$ cat config.mk
export PLATFORM = sky130hd
export DESIGN_NAME = pulse_gate_driver
export DESIGN_NICKNAME = d
export VERILOG_FILES = /design/src/rtl/pulse_gate_driver.sv
export SDC_FILE = /design/constraint.sdc
export NUM_CORES = 1
export LEC_CHECK = 0
export CAP_MARGIN = 20
export CORE_MARGIN = 2
export CORE_UTILIZATION = 40
export DETAILED_ROUTE_END_ITERATION = 12
export PLACE_DENSITY = 0.72
export SYNTH_ARGS = -nofsm -noshare
export SYNTH_HDL_FRONTEND = slang
export SYNTH_SLANG_ARGS = --single-unit
$ cat constraint.sdc
create_clock -name clk -period 1.77 [get_ports clk]
set_input_delay 0.177 -clock clk [delete_from_list [all_inputs] [get_ports clk]]
set_output_delay 0.177 -clock clk [all_outputs]
set_load 0.03 [all_outputs]
$ cat src/rtl/pulse_gate_driver.sv
// pulse_gate_driver: turns level operand bits into a/b pulses followed by a gate clock pulse,
// with setup/hold spacing fixed by a phase counter. Optional output capture: PULSE_DRV_CAPTURE_EN.
module pulse_gate_driver #(
  parameter int unsigned PULSE_W = 2,
  parameter int unsigned T_SETUP = 10,
  parameter int unsigned T_HOLD  = 5,
  parameter int unsigned T_OUT   = 20,
  parameter int unsigned CNT_W   = 8
) (
  input  logic clk,
  input  logic rst_n,
  input  logic in_valid,
  output logic in_ready,
  input  logic in_a,
  input  logic in_b,
  output logic a_pulse,
  output logic b_pulse,
  output logic clk_pulse,
  output logic busy,
  input  logic out_pulse,
  output logic res_valid,
  output logic res_bit,
  output logic res_err
);

  typedef enum logic [2:0] {S_IDLE, S_DATA, S_SETUP, S_CLK, S_HOLD} state_t;

`ifdef PULSE_DRV_CAPTURE_EN
  localparam bit CAPTURE = 1'b1;
`else
  localparam bit CAPTURE = 1'b0;
`endif
  localparam int unsigned HOLD_LEN = CAPTURE ? T_OUT : T_HOLD;
  localparam logic [CNT_W-1:0] L_PULSE = CNT_W'(PULSE_W);
  localparam logic [CNT_W-1:0] L_SETUP = CNT_W'(T_SETUP - PULSE_W);
  localparam logic [CNT_W-1:0] L_HOLD  = CNT_W'(HOLD_LEN);

  state_t           r_state, w_state_nxt;
  logic [CNT_W-1:0] r_cnt, w_cnt_nxt;
  logic             r_opa, r_opb;
  logic             r_in_ready, r_busy, r_a_pulse, r_b_pulse, r_clk_pulse;
  logic             w_accept, w_last, w_opa, w_opb;
  logic             w_in_ready, w_busy, w_a_pulse, w_b_pulse, w_clk_pulse;

  assign w_accept = in_valid && r_in_ready && (r_state == S_IDLE);
  assign w_last   = (r_cnt == CNT_W'(1));
  assign w_opa    = w_accept ? in_a : r_opa;
  assign w_opb    = w_accept ? in_b : r_opb;

  // Outputs are registered from the next state so every pin comes straight off a flop.
  always_ff @(posedge clk or negedge rst_n) begin
    if (!rst_n) begin
      r_state     <= S_IDLE;
      r_cnt       <= '0;
      r_opa       <= 1'b0;
      r_opb       <= 1'b0;
      r_in_ready  <= 1'b0;
      r_busy      <= 1'b0;
      r_a_pulse   <= 1'b0;
      r_b_pulse   <= 1'b0;
      r_clk_pulse <= 1'b0;
    end else begin
      r_state     <= w_state_nxt;
      r_cnt       <= w_cnt_nxt;
      r_opa       <= w_opa;
      r_opb       <= w_opb;
      r_in_ready  <= w_in_ready;
      r_busy      <= w_busy;
      r_a_pulse   <= w_a_pulse;
      r_b_pulse   <= w_b_pulse;
      r_clk_pulse <= w_clk_pulse;
    end
  end

  always_comb begin
    w_state_nxt = r_state;
    w_cnt_nxt   = r_cnt - CNT_W'(1);
    case (r_state)
      S_IDLE: begin
        w_cnt_nxt = '0;
        if (w_accept) begin
          w_state_nxt = S_DATA;
          w_cnt_nxt   = L_PULSE;
        end
      end
      S_DATA:  if (w_last) begin w_state_nxt = S_SETUP; w_cnt_nxt = L_SETUP; end
      S_SETUP: if (w_last) begin w_state_nxt = S_CLK;   w_cnt_nxt = L_PULSE; end
      S_CLK:   if (w_last) begin w_state_nxt = S_HOLD;  w_cnt_nxt = L_HOLD;  end
      S_HOLD:  if (w_last) begin w_state_nxt = S_IDLE;  w_cnt_nxt = '0;      end
      default: begin w_state_nxt = S_IDLE; w_cnt_nxt = '0; end
    endcase
  end

  always_comb begin
    w_in_ready  = (w_state_nxt == S_IDLE);
    w_busy      = (w_state_nxt != S_IDLE);
    w_a_pulse   = (w_state_nxt == S_DATA) && w_opa;
    w_b_pulse   = (w_state_nxt == S_DATA) && w_opb;
    w_clk_pulse = (w_state_nxt == S_CLK);
  end

  assign in_ready  = r_in_ready;
  assign busy      = r_busy;
  assign a_pulse   = r_a_pulse;
  assign b_pulse   = r_b_pulse;
  assign clk_pulse = r_clk_pulse;

`ifdef PULSE_DRV_CAPTURE_EN
  logic       r_any, r_prev, r_rv, r_rb, r_re;
  logic [1:0] r_rises, w_rises_nxt;
  logic       w_window, w_done;

  // Sample window spans CLK and HOLD; rising-edge count saturates at 2.
  assign w_window    = (r_state == S_CLK) || (r_state == S_HOLD);
  assign w_done      = (r_state == S_HOLD) && w_last;
  assign w_rises_nxt = (out_pulse && !r_prev && (r_rises != 2'd2)) ? r_rises + 2'd1 : r_rises;

  always_ff @(posedge clk or negedge rst_n) begin
    if (!rst_n) begin
      r_any   <= 1'b0;
      r_prev  <= 1'b0;
      r_rises <= '0;
      r_rv    <= 1'b0;
      r_rb    <= 1'b0;
      r_re    <= 1'b0;
    end else begin
      r_rv <= w_done;
      if (w_accept) begin
        r_any   <= 1'b0;
        r_prev  <= 1'b0;
        r_rises <= '0;
      end else if (w_window) begin
        r_any   <= r_any || out_pulse;
        r_prev  <= out_pulse;
        r_rises <= w_rises_nxt;
      end
      if (w_done) begin
        r_rb <= r_any || out_pulse;
        r_re <= (w_rises_nxt == 2'd2);
      end
    end
  end

  assign res_valid = r_rv;
  assign res_bit   = r_rb;
  assign res_err   = r_re;
`else
  logic w_unused_out_pulse;
  assign w_unused_out_pulse = out_pulse;
  assign res_valid = 1'b0;
  assign res_bit   = 1'b0;
  assign res_err   = 1'b0;
`endif

endmodule

==> metrics.yaml <==
global_route:
  grt_use_total_pct: 15.2
  grt_busiest_layer: "met2"
  initial_antenna_violation_count: 0
  globalRouteMet3Util_pct: 2.50
  use_met1_pct: 16.8
  first_global_vias: 729
  grt_first_pass_wirelength_mm: 3.16
  grt_util_met2_pct: 27.4
  grt_overflow: 0
  grt_start_max_net_pins: 19
detailed_routing:
  vias_per_instance: 5.31
  drt.antenna.violating_nets: 0
  via_count_of_the_routed_design: 727
  drt_iter0_drc: 15
  routed_wl_mm: 1.98
  route.detailed.drc: 0
  wire_per_inst_um: 14.5
  detail_route.first_pass.iterations: 6
worst_setup_path:
  critical_path.reg2reg.startpoint: "r_state[0]"
  r2r-end: "b_pulse"
  r2r_setup_slack_ns: 0.15
  crit_fanout: 6
  reg2regPathDepth: 4
  path_class: "reg2reg"
  worstPathArrival_ns: 1.81
  worstSetupStartpoint: "r_state[0]"
  critPathLaunchType: "register"
  critPathCaptureType: "register"
  crit_path_end: "b_pulse"
  timing.critical_path.required_ns: 1.96
pwr:
  pwr-share-comb_pct: 56.4
  p_sw_share_pct: 43.7
  p_per_area_nw_per_um2: 1890
  power.leakage_nw: 0.492
  p_int_mw: 1.22
  seqPwrFrac_pct: 34.0
  peakVddDrop_mv: 0.821
  share_clk_of_total_power_pct: 9.6
  net-switching-power_uw: 944
  total_power_mw: 2.16
layout:
  n_antenna_cell: 0
  seq_area_um2: 450
  area_delta_synth_final_pct: 14.7
  filler_cell_count: 215
  drive_above_1_share_pct: 18.7
  nets: 117
  multiInputGateArea_um2: 482
timing:
  timing.fmax_ghz: 0.618
  post-route-period-util_pct: 91.4
  period_needed_ns: 1.62
  skew_ns: 0.00136
  slew_headroom_pct: 66.2
  tns_ns: 0
  maxSlewViolCount: 0
  grt_setup_unrepaired: "no"
  setup_violation_total_in_the_final_timing_report: 0
  hold_viol: 0
  worstMarginPinSlew_ns: 0.502
yosys:
  synth_cell_types: 34
  synth_seq_cells: 18
  synthesis.instances: 94
  syn_area_per_cell_um2: 10.6
  synth_seq_area_share_pct: 45.2
  netlist_area_um2: 996
  yosys_warnings: 0
die:
  coreArea_um2: 2410
  initial_core_util_pct: 41.3
  fp.dieH_um: 53.9
  placementRows: 18
  fp.dieArea_um2: 2910
  die_w_um: 53.9
  io_pins: 14
clocking:
  cts_setup_buffers: 0
  clock_pin_slew_on_the_worst_setup_and_hold_paths_ns: 0.10
  post_cts_hold_buffer_count: 0
  htree_num_levels: 1
  cts-buffers-inserted: 3
  cts_sinks: 18
  cts_repair_resize_count: 0
  tritoncts: "done"
  cts.path.max_buffers: 2
  ctsRootBufferMaster: "clkbuf_4"
  clock_network_latency_to_the_later_pin_of_the_worst_skew_pair_ns: 0.29
placed_design:
  port-buffer-count: 9
  place.detailed.hpwl_mm: 1.49
  routabilityCongestion: 0.799
worst_hold_path:
  worstHoldPathType: "in2async"
flow_run:
  cap_violations: 0
run_status:
  outcome: "finished clean"
-- cell type report --
cell class                 instances  area share [%]
timing repair buffer              15            11.8
inverter                           4            1.31
tap                               30            3.29
clock buffer                       3            1.97
multi-input combinational         67            42.2
sequential                        18            39.4
-- cells by family (layout without fill, tap and decap cells) --
kind of cell	Yosys count	in the layout	synth area share, %
fa+ha+maj	2	2	2.51
mux	4	4	5.15
simple gates	31	31	21.0
buf+inv	11	22	7.16
other cells	1	3	0.377
flops	18	18	45.2
compound gates	19	19	11.6
xor+xnor	8	8	7.03
-- worst min path at each step --
stage	from	end	slack, ns
2_1_floorplan	rst_n	a_pulse	-0.12
3_3_place_gp	r_opb	r_opb	0.49
3_5_place_dp	r_opb	r_opb	0.49
4_1_cts	rst_n	busy	0.20
5_1_grt	rst_n	r_cnt[5]	0.23
6_report	rst_n	busy	0.20
-- stage by stage --
step | utilization, % | worst slack, ns | instances | hold WS, ns | cell area [µm²]
4_1_cts | 47.4 | 0.141 | 137 | 0.197 | 1140
3_3_place_gp | 46.5 | 0.166 | 134 | 0.486 | 1120
2_1_floorplan | - | 0.242 | 96 | -0.119 | 1000
3_5_place_dp | 46.5 | 0.151 | 134 | 0.491 | 1120
6_report | 47.4 | 0.153 | 137 | 0.197 | 1140
5_1_grt | 47.4 | 0.0214 | 137 | 0.226 | 1140
-- power groups by stage --
stage / registers, mW / logic (mW) / clock network [mW]
after floorplan: 0.797 / 0.812 / 0
after global placement: 0.727 / 1.16 / 0
after detailed placement: 0.743 / 1.21 / 0
after CTS: 0.734 / 1.21 / 0.212
after global routing: 0.752 / 1.34 / 0.232
final: 0.736 / 1.22 / 0.207
-- synth_stat cells, drive strengths merged --
| cell | instances | area [µm²] |
|---|---|---|
| and2 | 3 | 18.8 |
| nor2 | 8 | 37.5 |
| and4 | 1 | 8.76 |
| dfrtp | 18 | 450 |
| nor4 | 1 | 21.3 |
| xnor2 | 4 | 35.0 |
| clkbuf | 1 | 3.75 |
| xor2 | 4 | 35.0 |
| nor4b | 2 | 30.0 |
| nand3 | 1 | 5.00 |
| and3 | 1 | 7.51 |
| conb | 1 | 3.75 |
| nand2 | 5 | 21.3 |
| a311o | 1 | 10.0 |
| mux2i | 1 | 10.0 |
| ha | 2 | 25.0 |
| o211ai | 1 | 7.51 |
| o2bb2ai | 1 | 15.0 |
| o31ai | 1 | 7.51 |
| o21ai | 8 | 40.0 |
| nand2b | 1 | 6.26 |
| mux2 | 3 | 41.3 |
| inv | 4 | 15.0 |
| a21oi | 7 | 35.0 |
| nor2b | 2 | 12.5 |
| nor3 | 4 | 20.0 |
| nor3b | 2 | 20.0 |
| buf | 6 | 52.6 |
-- sequential cells by signal (all words and copies together) (netlist names) --
name       count
a_pulse        1
clk_pulse      1
r_cnt          8
in_ready       1
r_state        3
b_pulse        1
r_opa          1
busy           1
r_opb          1
-- layer usage --
layer | vias to the layer above | wire length [µm]
met5 | - | 0
met4 | 0 | 47
met3 | 4 | 40
met2 | 12 | 1070
met1 | 368 | 828
li1 | 343 | -
-- critical path, cell delays in order, from the launching register on --
cell and delay, ns:
dfrtp_1 0.42, nor2_4 0.19, and4_1 0.40, mux2_4 0.34, nor4b_2 0.16
-- cell usage in the layout (no fill, tap or decap), drive strengths merged, types with 3 or more instances in the layout --
master and n:
dfrtp 18, clkdlybuf4s50 9, o21ai 8, nor2 8, a21oi 7, buf 6, nand2 5, inv 4
nor3 4, xnor2 4, xor2 4, conb 3, clkbuf 3, and2 3, mux2 3
Note: power is estimated with default switching activity, not from simulation.
